[src/rtl/kbd_event_queue.sv]
// Keyboard event FIFO feeding the matrix write port. A release can be held
// until the CPU has scanned its row (build with KBD_EVT_HOLD_EN).
module kbd_event_queue #(
  parameter int DEPTH     = 8,
  parameter int MIN_SCANS = 2
) (
  input  logic        sys_clk_i,
  input  logic        reset_n_i,
  input  logic [7:0]  evt_data_i,
  input  logic        evt_valid_i,
  output logic        evt_ready_o,
  input  logic [3:0]  row_sel_i,
  input  logic        row_read_i,
  output logic [16:0] wr_addr_o,
  output logic [7:0]  wr_data_o,
  output logic        wr_en_o,
  output logic        overflow_o
);

  // state | meaning
  // IDLE  | waiting for a queued event; pops the head when one exists
  // LOAD  | head event registered; decide hold or write
  // HOLD  | release waiting for enough CPU scans of its row
  // WRITE | one-cycle matrix write strobe is out
  typedef enum logic [1:0] {IDLE, LOAD, HOLD, WRITE} state_t;

  localparam int AW = $clog2(DEPTH);
  localparam logic [AW:0] PTR_ONE = 1;

  state_t       state;
  logic [7:0]   fifo_mem [DEPTH];
  logic [AW:0]  wr_ptr, rd_ptr;
  logic         full, empty, push;
  logic [7:0]   evt_q;
  logic [7:0]   shadow [16];
  logic [7:0]   row_next;
  logic [3:0]   evt_row;
  logic [2:0]   evt_col;
  logic         evt_press;
  logic         hold_req;
  logic         go_write;

  assign evt_row   = evt_q[3:0];
  assign evt_col   = evt_q[6:4];
  assign evt_press = evt_q[7];

  assign empty = (wr_ptr == rd_ptr);
  assign full  = (wr_ptr[AW] != rd_ptr[AW]) && (wr_ptr[AW-1:0] == rd_ptr[AW-1:0]);
  // Ready is forced low while reset is held, even though the FIFO is empty then.
  assign evt_ready_o = reset_n_i && !full;
  assign push        = evt_valid_i && evt_ready_o;

  always_comb begin
    row_next          = shadow[evt_row];
    row_next[evt_col] = ~evt_press;
  end

`ifdef KBD_EVT_HOLD_EN
  logic [2:0] scan_cnt [16];

  assign hold_req = !evt_press && (scan_cnt[evt_row] < 3'(MIN_SCANS));

  always_ff @(posedge sys_clk_i or negedge reset_n_i) begin
    if (!reset_n_i) begin
      for (int r = 0; r < 16; r++) scan_cnt[r] <= 3'(MIN_SCANS);
    end else begin
      for (int r = 0; r < 16; r++) begin
        if (go_write && evt_press && (evt_row == 4'(r)))
          scan_cnt[r] <= 3'd0;
        else if (row_read_i && (row_sel_i == 4'(r)) && (scan_cnt[r] < 3'(MIN_SCANS)))
          scan_cnt[r] <= scan_cnt[r] + 3'd1;
      end
    end
  end
`else
  logic unused_scan_inputs;
  assign unused_scan_inputs = ^{row_sel_i, row_read_i};
  assign hold_req = 1'b0;
`endif

  assign go_write = ((state == LOAD) || (state == HOLD)) && !hold_req;

  always_ff @(posedge sys_clk_i) begin
    if (push) fifo_mem[wr_ptr[AW-1:0]] <= evt_data_i;
  end

  always_ff @(posedge sys_clk_i or negedge reset_n_i) begin
    if (!reset_n_i) begin
      wr_ptr     <= '0;
      overflow_o <= 1'b0;
    end else begin
      if (push) wr_ptr <= wr_ptr + PTR_ONE;
      if (evt_valid_i && !evt_ready_o) overflow_o <= 1'b1;
    end
  end

  always_ff @(posedge sys_clk_i or negedge reset_n_i) begin
    if (!reset_n_i) begin
      state     <= IDLE;
      rd_ptr    <= '0;
      evt_q     <= 8'h00;
      wr_en_o   <= 1'b0;
      wr_addr_o <= 17'h0E800;
      wr_data_o <= 8'hFF;
      for (int r = 0; r < 16; r++) shadow[r] <= 8'hFF;
    end else begin
      wr_en_o <= 1'b0;
      case (state)
        IDLE: begin
          if (!empty) begin
            evt_q  <= fifo_mem[rd_ptr[AW-1:0]];
            rd_ptr <= rd_ptr + PTR_ONE;
            state  <= LOAD;
          end
        end
        LOAD, HOLD: begin
          if (go_write) begin
            state           <= WRITE;
            wr_en_o         <= 1'b1;
            wr_addr_o       <= 17'h0E800 + {13'd0, evt_row};
            wr_data_o       <= row_next;
            shadow[evt_row] <= row_next;
          end else begin
            state <= HOLD;
          end
        end
        WRITE:   state <= IDLE;
        default: state <= IDLE;
      endcase
    end
  end

endmodule

[config.mk]
export PLATFORM = sky130hd
export DESIGN_NAME = kbd_event_queue
export DESIGN_NICKNAME = d
export VERILOG_FILES = /design/src/rtl/kbd_event_queue.sv
export SDC_FILE = /design/constraint.sdc
export NUM_CORES = 1
export LEC_CHECK = 0
export ABC_AREA = 0
export CAP_MARGIN = 25
export CELL_PAD_IN_SITES_DETAIL_PLACEMENT = 1
export CELL_PAD_IN_SITES_GLOBAL_PLACEMENT = 1
export CORE_MARGIN = 5
export CORE_UTILIZATION = 40
export DETAILED_ROUTE_END_ITERATION = 10
export PLACE_DENSITY_LB_ADDON = 0.1
export RECOVER_POWER = 50
export SLEW_MARGIN = 20
export SYNTH_ARGS = -nofsm -noshare
export SYNTH_HDL_FRONTEND = slang
export SYNTH_SLANG_ARGS = --single-unit
[constraint.sdc]
create_clock -name sys_clk_i -period 3.6 [get_ports sys_clk_i]
set_clock_uncertainty 0.15 [all_clocks]
set_input_delay 0.36 -clock sys_clk_i [delete_from_list [all_inputs] [get_ports sys_clk_i]]
set_output_delay 0.36 -clock sys_clk_i [all_outputs]
set_load 0.01 [all_outputs]
; Yosys cells after proc, flatten, opt, wreduce, memory -nomap -nowiden
; Memories as Yosys holds them, arrays and structs flattened. A register that Yosys moved wholly into a read port is not among the register bits.
; Cells that the tools add are included.
[totals]
register_bits = 165
latch_bits = 0
ram_bits = 64
mem_bits_ro = 0
inputBits = 16
output_inout_bits = 28
wordCells = 71
mem_count = 1
[memory_table]
columns = name, words, width, rd, rd_ports_with_merged_regs, write_ports, line
row1 = fifo_mem, 8, 8, 1, 1, 1, 31  ; logic [7:0] fifo_mem [DEPTH];
[classes]
n_addsub = 3
n_mul = 0
div_mod_pow = 0
n_lt_le_gt_ge = 4
eq_ne = 7
shifts = 0
n_mux = 16
bitwise_logic = 3
n_reduce_logical = 14
[op_table]
columns = operator, count
row1 = $bwmux W128, 1
row2 = $bmux W8 S4, 1
row3 = $demux W8 S4, 1
row4 = $mux W8, 3
row5 = $add A16 B4 Y17 const A, 1
row6 = $add A4 B1 Y4 const B, 2
row7 = $bwmux W8, 1
row8 = $logic_and A1 B1 Y1, 6
row9 = $mux W1, 6
row10 = $pmux W2 S3, 1
row11 = $ge A5 B5 Y1 const B, 1
row12 = $lt A5 B1 Y1 const B, 1
row13 = $not A4 Y5, 1
row14 = $eq A2 B2 Y1 const B, 2
row15 = $eq A4 B4 Y1, 1
row16 = $lt A3 B4 Y1 const B, 1
row17 = $reduce_and A2 Y1, 2
row18 = $demux W1 S3, 1
row19 = $eq A3 B3 Y1, 1
row20 = $ge A3 B1 Y1 const B, 1
row21 = $logic_not A1 Y1, 3
row22 = $eq A2 B1 Y1 const B, 1
row23 = $logic_not A2 Y1, 1
row24 = $mux W2, 1
row25 = other kinds (5), 6

; Longest topological paths before layout
; Gate-level depths: netlist (run 1).
[logic_depth]
word_depth = 7
mapped_depth = 8
mapped_depth_nobuf = 6

; Worst setup path after synthesis (run 1)
; No wires, ideal clock.
[synth_timing]
kind = register to register
startpoint = register rd_ptr[0]
endpoint = memory fifo_mem[1][0], enable pin
setup_ns = 0.385
t_arrival_ns = 2.019
required_time_ns = 3.065
slack_ns = 1.046
path_stages_with_launch = 6
path_buffers = 1
period_less_slack_ns = 2.554
cell_sequence = dfrtp_1 -> buf_4 -> xnor2_1 -> a41oi_1 -> nand2b_1 -> nor3b_1
[synth_via]
elab_chain_cells = 7
[synth_lines]
columns = element, line
row1 = from (decl), 32  ; logic [AW:0] wr_ptr, rd_ptr;
row2 = from (signal assigned), 112  ; rd_ptr <= rd_ptr + PTR_ONE;
row3 = $eq A3 B3 Y1, 48  ; assign full = (wr_ptr[AW] != rd_ptr[AW]) && (wr_ptr[AW-1:0] == rd_ptr[AW-1:0]);
row4 = $logic_and A1 B1 Y1, 48
row5 = $logic_not A1 Y1, 50  ; assign evt_ready_o = reset_n_i && !full;
row6 = $logic_and A1 B1 Y1, 50
row7 = $logic_and A1 B1 Y1, 51  ; assign push = evt_valid_i && evt_ready_o;
row8 = $mux W1, 84  ; if (push) fifo_mem[wr_ptr[AW-1:0]] <= evt_data_i;
row9 = $mux W1 (implied by the code), 84
row10 = to (decl), 31
; Every way passes these cells.

==> reports/results.ini, run 1 <==
[synth]
synth-seq-area-share_pct=59.4
avgSynthCellArea_um2=12.0
post_synth_num_cell_types=54
ys_async_sr_fraction_pct=71.4
yosysTopAreaCellShare_pct=34.8
yosys-top-cells-count=dfstp_2, nand2_1, nor2_1, a31oi_1, mux2i_1
postSynthCellCount=857
mappedNetlistArea_um2=10300
synth_edf_count=64
ys.warnings.count=0
ys_ff_latch=224
ys.flop_type=dfstp_2
ys_top_cells_by_area=dfstp_2, edfxtp_1, mux2i_1
synth.largest_area_cell=dfstp_2
synth.most_common_cell=dfstp_2

[cts]
cts_root_buffer=clkbuf_16
clk_pin_slew_ps=50
cts_setup_buffers=0
clk_path_buf_depth=3
clock_latency_ps=520
cts_buffers=26
htree_levels=1
cts_tree=yes
cts_resized=0
cts_num_sinks=224

[critical_path]
endpoint_kind=asynchronous set/reset pin
crit_slowest_cell=clkbuf_4
cpMostUsedCell=clkbuf_1
cp_slowest_stage_delay_ps=1130
cp.required_ps=3910
start_kind=primary input
crit_arrival_ps=3150
path_max_fanout=86
cp_cell_sequence=dlygate4sd3_1 -> clkbuf_1 -> clkbuf_1 -> clkbuf_4
path_class=primary input to asynchronous set/reset pin

[global_route]
grt_start_max_net_pins=87
grt_pass1_vias=7210
grt_pass1_wl_um=40900
grt_overflow_total=0
grtUsageTotal_pct=17.7
antenna_found_initial=0

[die]
ios=44
core-area_um2=25200
dieWidth_um=170
dieArea_um2=28900
rows=58
start_util_pct=40.7
die_y_um=170

[final_layout]
layout-drive-gt1-share_pct=27.8
n_antenna_cell=0
syn_to_final_growth_pct=13.0
nets=899

[routing]
antenna_left=0
routed_wl_um=25100
firstDrtPassIters=4
drt_iter0_markers=384
vias=6732
via_per_inst=5.48
wl_per_cell_um=20.4
drc=0

[sta]
tightest_slew_ps=1280
rsz0062_at_grt=no
holdWs_ps=307
min_period_ps=2840
min_period_over_period_pct=78.9
max_freq_ghz=0.352
tns_ps=0
finalSetupViolations=0
slew_violations=0
max-slew-margin-rel_pct=14.4
hold_viol=0

[placed_design]
portBuffers=25
place.detailed.hpwl_um=16900
gp_routability_congestion=0.760

[job]
cap_violations=0

[pwr]
max-vdd-ir-drop_uv=383
p_leak_nw=4.19
p_total_mw=11.2
powerDensity_nw_per_um2=968

[run_status]
status=finished, final reports clean

[hold_path]
hold_path.class=flop to flop

-- layer usage --
layer / vias up / global-route usage [%] / part of all wire (%)
met1: 3465 / 24.3 / 46
met3: 34 / 2.14 / 2.8
li1: 3147 / - / -
met4: 0 / 4.06 / 1.8
met2: 86 / 30.2 / 50
met5: - / 0 / 0
-- kinds of logic (layout without fill, tap and decap cells) --
kind of cell,count (synthesis),in the layout,share of synthesized area [%]
other,2,13,0.0732
XOR/XNOR,13,13,1.11
AO/OA/AOI/OAI,193,193,12.0
AND/OR/NAND/NOR,245,245,10.8
adder cells (fa/ha/maj),4,4,0.488
flip-flops,224,224,59.4
buffers and inverters,82,112,4.55
multiplexers,94,94,11.5
-- where the power goes --
part | internal, mW | switching (mW) | total (mW)
registers | 3.94 | 0.724 | 4.66
clock network | 1.46 | 0.989 | 2.45
logic | 1.66 | 2.44 | 4.11
total | 7.07 | 4.16 | 11.2
-- flip-flops by register name (all words and copies together) (netlist names) --
| signal | flops |
|---|---|
| fifo_mem | 64 |
| rd_ptr | 4 |
| wr_addr_o | 4 |
| wr_data_o | 8 |
| state | 2 |
| evt_q | 8 |
| shadow | 128 |
| wr_ptr | 4 |
| overflow_o | 1 |
| wr_en_o | 1 |
-- placed cells by master (no fill, tap or decap), types with 5 or more instances in the layout --
cell type and n:
a22oi_1 7, a31oi_1 72, a41oi_1 5, buf_4 29, clkbuf_1 13, clkbuf_16 27
clkdlybuf4s50_1 14, conb_1 13, dfrtp_1 23, dfstp_2 136, dlygate4sd3_1 11, edfxtp_1 64
inv_1 6, mux2_2 9, mux2i_1 67, mux4_2 18, nand2_1 100, nand3_1 13
nor2_1 89, nor2b_1 6, nor3b_1 5, o21ai_0 66, o21ai_1 6, o22ai_1 9
o2bb2ai_1 6, o31ai_2 7, xnor2_1 6, xor2_1 7
-- metrics by stage --
stage,area (um^2),utilization [%],setup slack [ps],std cells
2_1_floorplan,10300,-,1050,868
3_3_place_gp,10800,42.8,901,1179
3_5_place_dp,10800,42.8,794,1179
4_1_cts,11600,46.0,767,1227
5_1_grt,11600,46.0,339,1228
6_report,11600,46.0,761,1228
-- path summary, 6_finish.rpt --
kind | start | end | slack (ps) | depth (start not counted)
max | reset_n_i | wr_en_o | 760 | 4
min | overflow_o | overflow_o | 310 | 1
max reg2reg | evt_q[1] | shadow[124] | 790 | 5
min reg2reg | overflow_o | overflow_o | 310 | 1
max in group sys_clk_i | evt_q[1] | shadow[124] | 790 | 5
min in group asynchronous | reset_n_i | wr_ptr[0] | 660 | 3
-- cell type report --
cell class / count / area, um^2
Fill cell: 2637 / 13600
Sequential cell: 224 / 6100
Multi-Input combinational cell: 562 / 3740
Clock buffer: 38 / 727
Timing Repair Buffer: 59 / 514
Tap cell: 330 / 413
Clock inverter: 9 / 71.3
Inverter: 6 / 22.5
-- timing repair --
item	in CTS	in global routing
endpoints found under the hold margin	21	0
setup endpoints to repair	0	0
hold buffers	1	0
-- worst max-delay path: cells and delay by family --
kind	cells	cell delay, ps
buffers and inverters	4	2750
(Power assumes the default switching activity.)
==> inputs of run 2 (changes only) <==
==> constraint.sdc (replaced) <==
create_clock -name sys_clk_i -period 2.33 [get_ports sys_clk_i]
set_clock_uncertainty 0.15 [all_clocks]
set_input_delay 0.233 -clock sys_clk_i [delete_from_list [all_inputs] [get_ports sys_clk_i]]
set_output_delay 0.233 -clock sys_clk_i [all_outputs]
set_load 0.01 [all_outputs]
==> run 2 against run 1 <==
Compared with the run above:
- combinational power rose by 80%
- die area did not move
- sequential power rose by 49%
- clock power rose by 62%
- worst setup slack got worse by 630 ps
- final cell count rose by 3.5%
- first-iteration DRC count rose by 2.9%
- via count rose by 3.2%
- core utilization rose by 2.0 points
- power rose by 63%
- largest power group is now combinational logic
==> reports/results.ini, run 2 (same netlist as run 1, synthesis figures left out) <==
[run_status]
status=finished, final reports clean

[critical_path]
cp_slowest_stage_delay_ps=560  ; -570 ps
crit_slowest_cell=dfrtp_4
reg2reg_depth=6  ; +1
critPathLaunch=evt_q[1]
reg2reg_slack_ps=130  ; -660 ps
cp_cell_sequence=buf_12 -> buf_4 -> mux2i_1 -> a22oi_1 -> nand3_2 -> a31oi_1
path_class=flop to flop
worstReg2RegStart=evt_q[1]
start_kind=flop
endpoint_kind=flop
cp.required_ps=2620  ; -1290 ps
crit_arrival_ps=2490  ; -660 ps
crit_buf_inv=2  ; -2
path_max_fanout=21  ; -76%
critical_path.reg2reg.endpoint=shadow[52]
cp_top_family=compound AO/OA/AOI/OAI gates

[sta]
min_period_ps=2200
tightest_slew_ps=1460  ; +173 ps
max-slew-margin-rel_pct=2.83  ; -12 points
slew_violations=0  ; unchanged
finalSetupViolations=0  ; unchanged
min_period_over_period_pct=94.4
max_freq_ghz=0.455
holdWs_ps=244  ; -63.2 ps
rsz0062_at_grt=no
hold_viol=0  ; unchanged

[final_layout]
multi_input_area_um2=3850  ; +2.9%
nFillCells=2607  ; -1.1%
nets=941  ; +4.7%
area.sequential_um2=6100  ; about the same
syn_to_final_growth_pct=18.0
final_util_pct=48.1  ; +2.0 points
finish.instance_area_um2=12100  ; +4.4%
final_cell_mix=dfstp_2, nand2_1, nor2_1
largest_reg_flops=128  ; unchanged
top_register=shadow
layout-drive-gt1-share_pct=34.2  ; +6.4 points
n_antenna_cell=0  ; unchanged
layout_commonest_cell=dfstp_2

[pwr]
p_leak_nw=4.47  ; +6.7%
powerDensity_nw_per_um2=1510  ; +56%
p_int_mw=11.6  ; +64%
p_switching_mw=6.72  ; +62%
clock_power_share_pct=21.6  ; -0.3 points
max-vdd-ir-drop_uv=652  ; +70%
p_comb_share_pct=40.4  ; +3.8 points
p_seq_share_pct=38.0  ; -3.5 points
switching_share_pct=36.7  ; -0.36 points

[die]
dieWidth_um=170  ; unchanged
die_y_um=170  ; unchanged
ios=44  ; unchanged
dieArea_um2=28900  ; unchanged
start_util_pct=40.7  ; unchanged
core-area_um2=25200  ; unchanged
rows=58  ; unchanged

[routing]
firstDrtPassIters=4  ; unchanged
routed_wl_um=25800  ; +3.0%
drc=0  ; unchanged
antenna_left=0  ; unchanged
drt_iter0_markers=395  ; +2.9%
vias=6949  ; +3.2%
wl_per_cell_um=20.3  ; -0.50%
via_per_inst=5.47  ; -0.27%

[cts]
cts_tree=yes
cts_buffers=26  ; unchanged
clk_path_buf_depth=3  ; unchanged
cts_num_sinks=224  ; unchanged
clock_latency_ps=530  ; about the same
htree_levels=1  ; unchanged
cts_root_buffer=clkbuf_16
clk_pin_slew_ps=60  ; about the same

[global_route]
grtUsageTotal_pct=18.2  ; +0.50 points
grt_overflow_total=0  ; unchanged
antenna_found_initial=0  ; unchanged
grt_pass1_vias=7655  ; +6.2%
grt_start_max_net_pins=161  ; +85%
grt_pass1_wl_um=42300  ; +3.4%

[placed_design]
place.detailed.hpwl_um=18000  ; +6.5%
portBuffers=25  ; unchanged
gp_routability_congestion=0.778  ; +2.4%
dpl_cell_area_um2=11100  ; +3.3%

[hold_path]
worstHoldEndpoint=overflow_o
hold_path.class=primary input to flop
min_from=evt_valid_i
hold_depth=2  ; +1

[job]
cap_violations=0  ; unchanged

==> run 2: changes by cell type in the layout (fill, tap and decap cells not counted), moves of 3 or more <==
cell and delta:
clkinv_1 -4, nand2_2 +4, nand4_2 -3, nand2_1 -4, nand4_4 +3, nand3_2 +3, nand3_1 -3, buf_4 +40
clkbuf_1 -7, buf_12 +4, clkinv_2 +6
==> run 2: how the worst max path moves through the flow <==
| stage | end | slack (ps) | cells past startpoint |
|---|---|---|---|
| after CTS | shadow[80] | -80 | 5 |
| after floorplan | fifo_mem[1][0] | -220 | 5 |
| after global placement | shadow[17] | 50 | 5 |
| final | shadow[52] | 130 | 6 |
| after global routing | shadow[110] | 4 | 6 |
| after detailed placement | shadow[4] | -70 | 5 |
==> run 2: metrics by stage <==
stage	power [mW]	cells	worst slack (ps)	setup TNS, ps
floorplan	11.6	868	-224	-4460
global placement	13.8	1216	48.5	0
finish	18.3	1271	131	0
global route	19.6	1271	3.95	0
detailed placement	14.3	1216	-70.2	-690
CTS	18.4	1266	-76.5	-1040
==> run 2: area by class of cell <==
type | count | share of cell area (%)
flip-flops and latches | 224 | 50.4
well taps | 330 | 3.41
clock buffers | 35 | 5.88
inverters | 6 | 0.186
repair buffers | 101 | 7.21
clock inverters | 13 | 1.10
multi-input cells | 562 | 31.8
==> run 2: metal layers <==
metal | wire [um] | vias to the layer above | part of all wire [%] | GRT usage, %
li1 | - | 3228 | - | -
met1 | 11200 | 3567 | 43 | 23.8
met2 | 13200 | 107 | 51 | 32.0
met3 | 810 | 47 | 3.1 | 2.60
met4 | 622 | 0 | 2.4 | 4.48
met5 | 0 | - | 0 | 0
==> run 2: power by group through the flow <==
stage | Clock [mW] | Combinational, mW | Sequential, mW
after floorplan | 0 | 4.95 | 6.68
after global placement | 0 | 6.90 | 6.92
after detailed placement | 0 | 7.24 | 7.04
after CTS | 4.10 | 7.34 | 7.00
after global routing | 4.25 | 8.18 | 7.12
final | 3.96 | 7.39 | 6.96
==> run 2: repair_timing <==
item	in CTS	in global routing
hold endpoints to repair	25	0
buffers inserted	1	5
gates resized for setup	6	16
hold buffers	1	0
gates cloned	0	0
pin swaps	2	0
setup endpoints to repair	41	101
